**config.mk**
```make
export PLATFORM = sky130hd
export DESIGN_NAME = pc_reg
export DESIGN_NICKNAME = d
export VERILOG_FILES = /design/src/rtl/pc_reg.sv
export SDC_FILE = /design/constraint.sdc
export NUM_CORES = 1
export LEC_CHECK = 0
export BUFFER_PORTS_ARGS = -buffer_cell sky130_fd_sc_hd__buf_2
export CORE_UTILIZATION = 35
export DETAILED_ROUTE_END_ITERATION = 8
export PLACE_DENSITY = 0.81
export SYNTH_ARGS = -nofsm -noshare
export SYNTH_HDL_FRONTEND = slang
export SYNTH_SLANG_ARGS = --single-unit
```
**constraint.sdc**
```tcl
create_clock -name clk -period 1.48 [get_ports clk]
set_input_delay 0 -clock clk [delete_from_list [all_inputs] [get_ports clk]]
set_output_delay 0 -clock clk [all_outputs]
set_load 0.01 [all_outputs]
```
**src/rtl/pc_reg.sv**
```systemverilog
// pc_reg: program counter with previous-PC history, alignment flag and, when
// PC_TRACE_EN is defined, redirect classification, saturating load counters and a trace monitor.
module pc_reg #(
  parameter int                WIDTH       = 32,
  parameter logic [WIDTH-1:0]  RESET_VALUE = '0,
  parameter int unsigned       STEP        = 4
) (
  input  logic             clk,
  input  logic             reset,
  input  logic [WIDTH-1:0] d,
  output logic [WIDTH-1:0] q,
  output logic [WIDTH-1:0] q_prev,
  output logic             misaligned,
  output logic             redirect,
  output logic [WIDTH-1:0] seq_count,
  output logic [WIDTH-1:0] redir_count
);
  if (WIDTH < 2 || (WIDTH < 32 && (64'(STEP) >> WIDTH) != 64'd0)) begin : g_bad_cfg
    $error("pc_reg: WIDTH must be >= 2 and STEP must fit in WIDTH bits");
  end
  logic [WIDTH-1:0] pc_q, prev_q;
  always_ff @(posedge clk or posedge reset) begin
    if (reset) begin
      pc_q   <= RESET_VALUE;
      prev_q <= RESET_VALUE;
    end else begin
      pc_q   <= d;
      prev_q <= pc_q;
    end
  end
  assign q          = pc_q;
  assign q_prev     = prev_q;
  assign misaligned = |pc_q[1:0];
`ifdef PC_TRACE_EN
  logic             redir_d, redir_q;
  logic [WIDTH-1:0] seq_d, seq_q, rc_d, rc_q;
  // the add wraps modulo 2^WIDTH, so 0 after the top word counts as sequential
  always_comb begin
    redir_d = d != pc_q + WIDTH'(STEP);
    seq_d   = (!redir_d && seq_q != '1) ? seq_q + WIDTH'(1) : seq_q;
    rc_d    = (redir_d && rc_q != '1) ? rc_q + WIDTH'(1) : rc_q;
  end
  always_ff @(posedge clk or posedge reset) begin
    if (reset) begin
      redir_q <= 1'b0;
      seq_q   <= '0;
      rc_q    <= '0;
    end else begin
      redir_q <= redir_d;
      seq_q   <= seq_d;
      rc_q    <= rc_d;
    end
  end
  assign redirect    = redir_q;
  assign seq_count   = seq_q;
  assign redir_count = rc_q;
`ifndef SYNTHESIS
  always @(posedge clk) begin
    #2;
    $display("%0d", q);
  end
`endif
`else
  assign redirect    = 1'b0;
  assign seq_count   = '0;
  assign redir_count = '0;
`endif
endmodule

```
; Word level (Yosys, flattened, before mapping)
; Index checks and enable logic that the tools add are counted.
[totals]
regBits = 64
in_bits = 34
output_inout_bits = 130
word_cells = 3
[op_classes]
reduce_logical = 1
[op_table]
columns = op, count
row1 = $reduce_or 2->1, 1

; Logic depth before layout (Yosys ltp)
; Gate-level depths: netlist (run 1).
[depth]
depth_word = 1
mapped_depth = 1
depth_no_buf = 1

; Worst setup path before layout (run 1)
; OpenSTA, ideal clock, no wires.
[synth_timing]
kind = register to output
startpoint = register pc_q[1], in the netlist q[1]
endpoint = output port misaligned
arrival_time_ps = 666
required_time_ps = 1480
setup_slack_ps = 814
stages_incl_launch_ff = 2
path_buffers = 0
path_cell_list = dfrtp_1 -> or2_1
[synth_via]
elab_chain_len = 1
[synth_lines]
columns = element, line_no
row1 = "start, declared", 21  ; logic [WIDTH-1:0] pc_q, prev_q;
row2 = "start signal, assigned", 24  ; pc_q <= RESET_VALUE;
row3 = "start signal, assigned", 27  ; pc_q <= d;
row4 = $reduce_or 2->1, 33  ; assign misaligned = |pc_q[1:0];
row5 = "end, declared", 13  ; output logic misaligned,
; Every way passes these cells.

; Final worst setup path (run 1)
; Ends and elaborated chain as after synthesis.

==> results of run 1 <==
==> state kept, by name (all words and copies together), names as in the netlist <==
register,cells
q,32
q_prev,32
==> power by group through the flow <==
stage	Combinational (mW)	Clock (mW)	Sequential, mW
after floorplan	0.227	0	1.95
after global placement	0.295	0	1.90
after detailed placement	0.299	0	1.90
after CTS	0.366	1.74	1.87
after global routing	0.402	1.83	1.88
final	0.365	1.69	1.87
==> final cells by class <==
type	instances	area [µm²]
sequential	64	1600
clock buffer	14	173
fill	494	2620
multi-input combinational	66	250
tap	72	90.1
timing repair buffer	133	836
inverter	1	7.51
clock inverter	2	60.1
==> cells in the final DEF (no fill, tap or decap) <==
cell / synthesis / layout
clkbuf_1: 0 / 2
clkinvlp_4: 0 / 1
dfrtp_1: 64 / 64
clkbuf_8: 0 / 12
conb_1: 1 / 65
bufinv_16: 0 / 2
buf_2: 0 / 98
dlygate4sd3_1: 0 / 33
or2_1: 1 / 1
buf_4: 65 / 2
==> kinds of logic after synthesis <==
group,after synthesis
DFF,64
and+or+nand+nor,1
buffers and inverters,66
other,1
==> metal layers <==
metal  vias up  share of wire
met5         -              0
met4         0          0.024
met3        13          0.077
met2        76           0.54
met1       588           0.35
li1        559              -
==> worst max-delay path, cell delays in order (launching register included) <==
cell	delay (ns)
dfrtp_1	0.38
or2_1	0.22
buf_2	0.14
==> per-stage QoR <==
stage	instance area (µm²)	setup slack [ns]	util	std cells
6_report	3020	0.418	0.535	352
5_1_grt	3020	0.365	0.535	352
4_1_cts	3020	0.393	0.535	352
3_5_place_dp	2450	0.764	0.435	303
3_3_place_gp	2450	0.774	0.435	303
2_1_floorplan	2350	0.794	-	196
==> worst paths after layout <==
| path | startpoint | end | slack (ns) | depth (start not counted) |
|---|---|---|---|---|
| worst max-delay path | q[1] | misaligned | 0.42 | 2 |
| worst min-delay path | reset | q_prev[12] | 0.31 | 4 |
| worst max register to register | q[31] | q_prev[31] | 0.97 | 0 |
| worst min register to register | q[4] | q_prev[4] | 0.37 | 0 |
| max in group asynchronous | reset | q_prev[26] | 0.82 | 4 |
| min in group clk | d[11] | q[11] | 0.31 | 2 |
==> results.md, run 1 <==
* Via density at between 3 and 4
* Synth top cells by count: 65 x buf_4, 64 x dfrtp_1, 1 x conb_1, 1 x inv_1, 1 x or2_1
* Synth Warn # at 0
* Number of buffers added on ports at just under 100
* Mux cell area share after synthesis at 0
* Compound-Gate Fraction of Synth Area at 0
* Initial Utilization at 0.373
* VDD IR max at 0.000635 V
* Avg WL per Cell at 10.6 µm
* Synth top area cells: dfrtp_1 76%, buf_4 23%, or2_1 0.30%
* Status: completed
* GRT Total Usage at 0.120
* Via Count at around 1200
* Final hold slack at 0.308 ns
* Clock Latency Late Sink at roughly 0.32 ns
* Pleak at 1.61 nW
* Critical path class: register to primary output
* Adder-Cell Fraction of Synth Area at 0
* H-tree depth at 3
* Post-DP HPWL at roughly 2700 µm
* Main combinational cell family by area after synthesis: buffers and inverters
* Top FF cell, synth: dfrtp_1
* Vias in the first global route at approximately 1200
* Internal power at between 3 and 4 mW
* Synth Register Bits at 64
* Iteration-0 DRC Markers at 24
* IO Count at about 160
* Total power at 3.92 mW
* RSZ-0062 raised after global routing: false
* ANT cells at 0
* Post-Synthesis Cells at 132
* Worst Setup End Kind: primary output
* Post-synth top area share at 0.761
* Clock root cell: clkbuf_8
* Setup TNS at 0 ns
* Fmax at 942 MHz
* Tcrit/Tclk final at 0.717
* Reg power frac at 0.477
* DIE WIDTH at between 70 and 80 µm
* Switching Fraction at 0.215
* Max-Cap Viols at 0
* Count of final max-slew check failures at 0
* Synth Area in Simple Gates at 0.00297
* Distinct cells, synth at 5
* Hold_buf cts at 33
* Post-layout min period at around 1.1 ns
* Remaining DRCs at 0
* Drt first pass iters at 3
* Average size of a mapped cell at approximately 16 µm²
* Top-count cell post-synth: buf_4
* Core area at roughly 5600 µm²
* Synth Area in XOR/XNOR at 0
* Met1 Resource Use GR at 0.127
* Full die area at between 6000 and 7000 µm²
* Met2 Track Usage GR at 0.197
* Number of buffers created by CTS at 9
* DRT Wirelength at 3720 µm
* Antenna violations before repair at 0
* Antenna-violating nets left at 0
* GRT busiest layer: met2
* Resized Gates After CTS at 0
* Comb pwr share at 0.093
* PD cells at 1300 nW/µm²
* Routability Congestion at roughly 0.68
* GRT met3 Usage at 0.0446
* Startpoint Class: register
* Worst Hold Class: input port to async pin
* Share of layout cells above drive strength 1 at 0.411
* Final #Nets at a little over 300
* Largest net degree at the start of global routing at 37
* Sequential area share after synthesis at 0.761
* CTS tree: done
* GR Overflow Total at 0
* Max clock buf depth at 2
* Mapped Area at 2100 µm²
* Post-CTS Setup Bufs at 0
* WP data required at 1.48 ns
* Worst-path clk slew at 0.07 ns
* Worst Path Max Fanout at 3
* Synth async-reset ratio at 1.00
* Switching pwr at 0.842 mW
* Clk sinks at between 60 and 70
* P&R area growth vs syn at 43.5%
* Post-synth top area cell: dfrtp_1
* Post-synth EDFFs at 0
* Data arrival time of the critical path at ~1.1 ns
* Die Y at 79.5 µm
* First-pass GRT wire length at 5420 µm
* Clock share of power at 0.430
* Worst Skew at around 0.0041 ns
* Rows at 27
* Hold Vio Cnt, Final at 0
* Final Setup Violations at 0
Power figures use the tool's default switching activity.
==> run 2, diff against run 1 <==
CORE_UTILIZATION = 39   (was 35)
PLACE_DENSITY = 0.85   (was 0.81)
clock period = 1.09 ns   (was 1.48 ns; I/O delays follow)
==> results.md, run 2 (synthesis results as in run 1) <==
* Layout Utilization at 0.586 (was 0.535)
* WP data required at 1.09 ns (was 1.48 ns)
* Number of buffers added on ports at 98 (unchanged)
* Post-DP HPWL at 2650 µm (was 2670 µm)
* Avg WL per Cell at 12.2 µm (was 10.6 µm)
* Fmax at between 900 and 1000 MHz
* Full die area at 5690 µm² (was 6320 µm²)
* ANT cells at 0 (unchanged)
* Placed Cells at 301 (was 303)
* VDD IR max at 0.00141 V (was 0.000635 V)
* Worst Skew at 0.00512 ns (was 0.00411 ns)
* P&R area growth vs syn at 43.1% (was 43.5%)
* Non-Filler Instances at 351 (was 352)
* Routability Congestion at 0.669 (was 0.676)
* Data arrival time of the critical path at 1.06 ns (about the same)
* Most frequent cells in the layout: 98 x buf_2, 65 x conb_1, 64 x dfrtp_1, 33 x dlygate4sd3_1, 10 x clkbuf_8 (was 98 x buf_2, 65 x conb_1, 64 x dfrtp_1, 33 x dlygate4sd3_1, 12 x clkbuf_8)
* H-tree depth at 3 (unchanged)
* Share of layout cells above drive strength 1 at 0.420 (was 0.411)
* Worst Hold Class: input port to register (was input port to async pin)
* Worst-path clk slew at 0.07 ns (about the same)
* First-pass GRT wire length at 5880 µm (was 5420 µm)
* Max clock buf depth at 2 (unchanged)
* Cell Area, Placed at 2450 µm² (about the same)
* Clk sinks at 64 (unchanged)
* Drt first pass iters at 4 (was 3)
* Die Y at 75.4 µm (was 79.5 µm)
* Final hold slack at 0.296 ns (was 0.308 ns)
* Hold Vio Cnt, Final at 0 (unchanged)
* Status: completed (unchanged)
* DIE WIDTH at 75.4 µm (was 79.5 µm)
* GRT Total Usage at 0.154 (was 0.120)
* CTS tree: done (unchanged)
* Final #Nets at 310 (was 309)
* Antenna violations before repair at 0 (unchanged)
* Remaining DRCs at 0 (unchanged)
* Max-Cap Viols at 0 (unchanged)
* Worst Setup End Kind: primary output (unchanged)
* Via density at 3.68 (was 3.51)
* Vias in the first global route at 1242 (was 1183)
* Core area at 5140 µm² (was 5640 µm²)
* RSZ-0062 raised after global routing: true (was false)
* Number of buffers created by CTS at 9 (unchanged)
* Final Instance Area at 3010 µm² (was 3020 µm²)
* Startpoint Class: register (unchanged)
* PD cells at 1750 nW/µm² (was 1300 nW/µm²)
* GR Overflow Total at 0 (unchanged)
* Setup TNS at 0 ns (unchanged)
* Via Count at 1292 (was 1236)
* Tcrit/Tclk final at 0.972
* Rows at 26 (was 27)
* Post-layout min period at approximately 1.1 ns
* DR WL met2 at 2390 µm (was 2030 µm)
* Length of routed met3 wiring at 379 µm (was 287 µm)
* Count of final max-slew check failures at 0 (unchanged)
* Final Setup Violations at 0 (unchanged)
* Antenna-violating nets left at 0 (unchanged)
* Critical path class: register to primary output (unchanged)
* Iteration-0 DRC Markers at 36 (was 24)
* Clock root cell: clkbuf_8 (unchanged)
* IO Count at 164 (unchanged)
* Worst Slack Setup Final at 0.0304 ns (was 0.418 ns)
* Total power at 5.26 mW (was 3.92 mW)
* Worst Path Max Fanout at 2 (was 3)
* Pleak at 1.61 nW (about the same)
* Largest net degree at the start of global routing at 33 (was 37)
* Met1 wire length at 1460 µm (was 1320 µm)
* Initial Utilization at 0.409 (was 0.373)
* DRT Wirelength at 4280 µm (was 3720 µm)
* Commonest non-fill, non-tap cell in the layout: buf_2 (unchanged)
* Pre-CTS WS at 0.354 ns (was 0.764 ns)
* Top Layer Used: met4 (unchanged)
* Clock Latency Late Sink at 0.34 ns (was 0.32 ns)
[run 2: cell count changes in the layout (fill, tap and decap cells not counted)]
| cell | delta |
|---|---|
| clkinv_2 | +3 |
| clkbuf_1 | -2 |
| clkbuf_8 | -2 |
| buf_4 | +1 |
| clkinvlp_4 | +1 |
[run 2: final timing paths]
path / start / slack (ns) / endpoint / cells after the start
setup / recovery: q[1] / 0.03 / misaligned / 2
hold / removal: d[24] / 0.30 / q[24] / 2
setup reg to reg: q[1] / 0.47 / q_prev[1] / 1
hold reg to reg: q[9] / 0.37 / q_prev[9] / 0
max in group asynchronous: reset / 0.49 / q_prev[31] / 4
min in group asynchronous: reset / 0.32 / q[29] / 4
[run 2: what timing repair did]
action | CTS | global route
hold buffers | 33 | 0
endpoints found under the setup margin | 1 | 1
setup buffers | 1 | 0
gates resized for setup | 0 | 0
hold endpoints to repair | 96 | 0
[run 2: critical path: stages (launching register included)]
cell     delay, ns
dfrtp_1       0.38
or2_1         0.22
buf_2         0.14
[run 2: cell type report]
type	instances	area [µm²]
repair buffers	134	843
clock inverters	6	82.6
multi-input cells	66	250
flip-flops and latches	64	1600
clock buffers	10	138
inverters	1	7.51
well taps	70	87.6
fillers	422	2130
[run 2: layer usage]
metal,global-route usage,vias up
li1,-,558
met1,0.165,637
met2,0.254,89
met3,0.0728,8
met4,0.0802,0
met5,0,-
[run 2: where the power goes]
group,switching (mW),total [mW],internal [mW]
clock,0.880,2.22,1.34
combinational,0.297,0.506,0.209
sequential,0.0475,2.54,2.49
total,1.22,5.26,4.04
==> run 3, diff against run 2 <==
BUFFER_PORTS_ARGS = default   (was -buffer_cell sky130_fd_sc_hd__buf_2)
CORE_AREA = 2 2 63 65   (was default)
CORE_UTILIZATION = default   (was 39)
DIE_AREA = 0 0 65 67   (was default)
DONT_BUFFER_PORTS = 1   (was default)
PLACE_DENSITY = 0.79   (was 0.85)
==> results.md, run 3 (synthesis results as in run 1) <==
* Post-layout min period at 1.03 ns (was 1.06 ns)
* GR Overflow Total at 0 (unchanged)
* Via Count at 888 (was 1292)
* Met1 wire length at 1070 µm (was 1460 µm)
* Data arrival time of the critical path at 1.03 ns (was 1.06 ns)
* Placed Cells at 180 (was 301)
* PD cells at 1940 nW/µm² (was 1750 nW/µm²)
* Core area at 3610 µm² (was 5140 µm²)
* Routability Congestion at 0.610 (was 0.669)
* Clock root cell: clkbuf_8 (unchanged)
* Clk sinks at 64 (unchanged)
* Largest net degree at the start of global routing at 65 (was 33)
* Total power at 4.76 mW (was 5.26 mW)
* Layout Utilization at 0.681 (was 0.586)
* CP cell instances: or2_1 (was or2_1 -> buf_2)
* Length of routed met3 wiring at 565 µm (was 379 µm)
* Max clock buf depth at 2 (unchanged)
* Worst Path Max Fanout at 3 (was 2)
* WP data required at 1.09 ns (about the same)
* Fmax at 975 MHz (was 944 MHz)
* ANT cells at 0 (unchanged)
* Via density at 3.89 (was 3.68)
* Resized Gates After CTS at 0 (unchanged)
* Die Y at 67 µm (was 75.4 µm)
* CP delay by family, top: flip-flops (unchanged)
* Critical path class: register to primary output (unchanged)
* VDD IR max at 0.00115 V (was 0.00141 V)
* Iteration-0 DRC Markers at 79 (was 36)
* Drt first pass iters at 4 (unchanged)
* Post-DP HPWL at 2410 µm (was 2650 µm)
* CP Buf/Inv Count at 0 (was 1)
* Vias in the first global route at 842 (was 1242)
* Count of final max-slew check failures at 0 (unchanged)
* GRT Total Usage at 0.166 (was 0.154)
* Number of buffers added on ports at 0 (was 98)
* Commonest non-fill, non-tap cell in the layout: conb_1 (was buf_2)
* Status: completed (unchanged)
* IO Count at 164 (unchanged)
* Final Instance Area at 2460 µm² (was 3010 µm²)
* Share of layout cells above drive strength 1 at 0.0889 (was 0.420)
* RSZ-0062 raised after global routing: false (was true)
* P&R area growth vs syn at 16.8% (was 43.1%)
* Avg WL per Cell at 15.3 µm (was 12.2 µm)
* Worst Skew at 0.00495 ns (was 0.00512 ns)
* DRT Wirelength at 3500 µm (was 4280 µm)
* Pleak at 1.20 nW (was 1.61 nW)
* Setup TNS at 0 ns (unchanged)
* CTS tree: done (unchanged)
* H-tree depth at 3 (unchanged)
* Initial Utilization at 0.583 (was 0.409)
* Full die area at 4360 µm² (was 5690 µm²)
* Worst-path clk slew at 0.06 ns (was 0.07 ns)
* Top Layer Used: met4 (unchanged)
* Final #Nets at 210 (was 310)
* First-pass GRT wire length at 4730 µm (was 5880 µm)
* Hold Vio Cnt, Final at 0 (unchanged)
* Max incr delay on CP at 0.43 ns (was 0.38 ns)
* DR WL met2 at 1830 µm (was 2390 µm)
* Number of buffers created by CTS at 9 (unchanged)
* Remaining DRCs at 0 (unchanged)
* Pre-CTS WS at 0.391 ns (was 0.354 ns)
* Worst Setup End Kind: primary output (unchanged)
* Critical path's slowest cell: dfrtp_1 (unchanged)
* Final Setup Violations at 0 (unchanged)
* Antenna violations before repair at 0 (unchanged)
* Antenna-violating nets left at 0 (unchanged)
* Cell Area, Placed at 1940 µm² (was 2450 µm²)
* Worst Hold Class: input port to register (unchanged)
* Most frequent cells in the layout: 65 x conb_1, 64 x dfrtp_1, 33 x dlygate4sd3_1, 10 x clkbuf_8, 3 x clkinv_2 (was 98 x buf_2, 65 x conb_1, 64 x dfrtp_1, 33 x dlygate4sd3_1, 10 x clkbuf_8)
* Non-Filler Instances at 228 (was 351)
* DIE WIDTH at 65 µm (was 75.4 µm)
* Clock Latency Late Sink at 0.32 ns (was 0.34 ns)
* Rows at 22 (was 26)
* Startpoint Class: register (unchanged)
* Worst Slack Setup Final at 0.0644 ns (was 0.0304 ns)
* Tcrit/Tclk final at 0.941 (was 0.972)
* Max-Cap Viols at 0 (unchanged)
* Final hold slack at 0.232 ns (was 0.296 ns)
-- run 3: layout make-up --
class	instances	area (µm²)
Timing Repair Buffer	34	350
Inverter	1	7.51
Tap cell	48	60.1
Multi-Input combinational cell	66	250
Clock inverter	4	45.0
Fill cell	248	1150
Clock buffer	11	141
Sequential cell	64	1600
-- run 3: final timing paths --
kind                       start          to  slack [ns]  depth (start not counted)
setup / recovery            q[1]  misaligned        0.06                          1
hold / removal             d[20]       q[20]        0.23                          1
setup reg to reg           q[21]  q_prev[21]        0.53                          0
hold reg to reg            q[30]  q_prev[30]        0.44                          0
max in group asynchronous  reset        q[0]        0.57                          3
min in group asynchronous  reset        q[8]        0.25                          3
-- run 3: layer usage --
metal | track usage | vias up
met2 | 0.254 | 98
met3 | 0.108 | 4
met4 | 0.133 | 0
li1 | - | 359
met1 | 0.153 | 427
met5 | 0 | -
-- run 3: where the power goes --
| part | switching, mW | total [mW] | leakage, nW | internal, mW |
|---|---|---|---|---|
| clock | 0.775 | 1.87 | 0.0989 | 1.09 |
| combinational | 0.170 | 0.257 | 0.360 | 0.0876 |
| sequential | 0.133 | 2.63 | 0.746 | 2.50 |
| total | 1.08 | 4.76 | 1.20 | 3.68 |
-- run 3: what timing repair did --
action,in CTS,in global routing
hold buffers,33,0
setup buffers,0,0
setup endpoints to repair,0,0
endpoints found under the hold margin,96,0
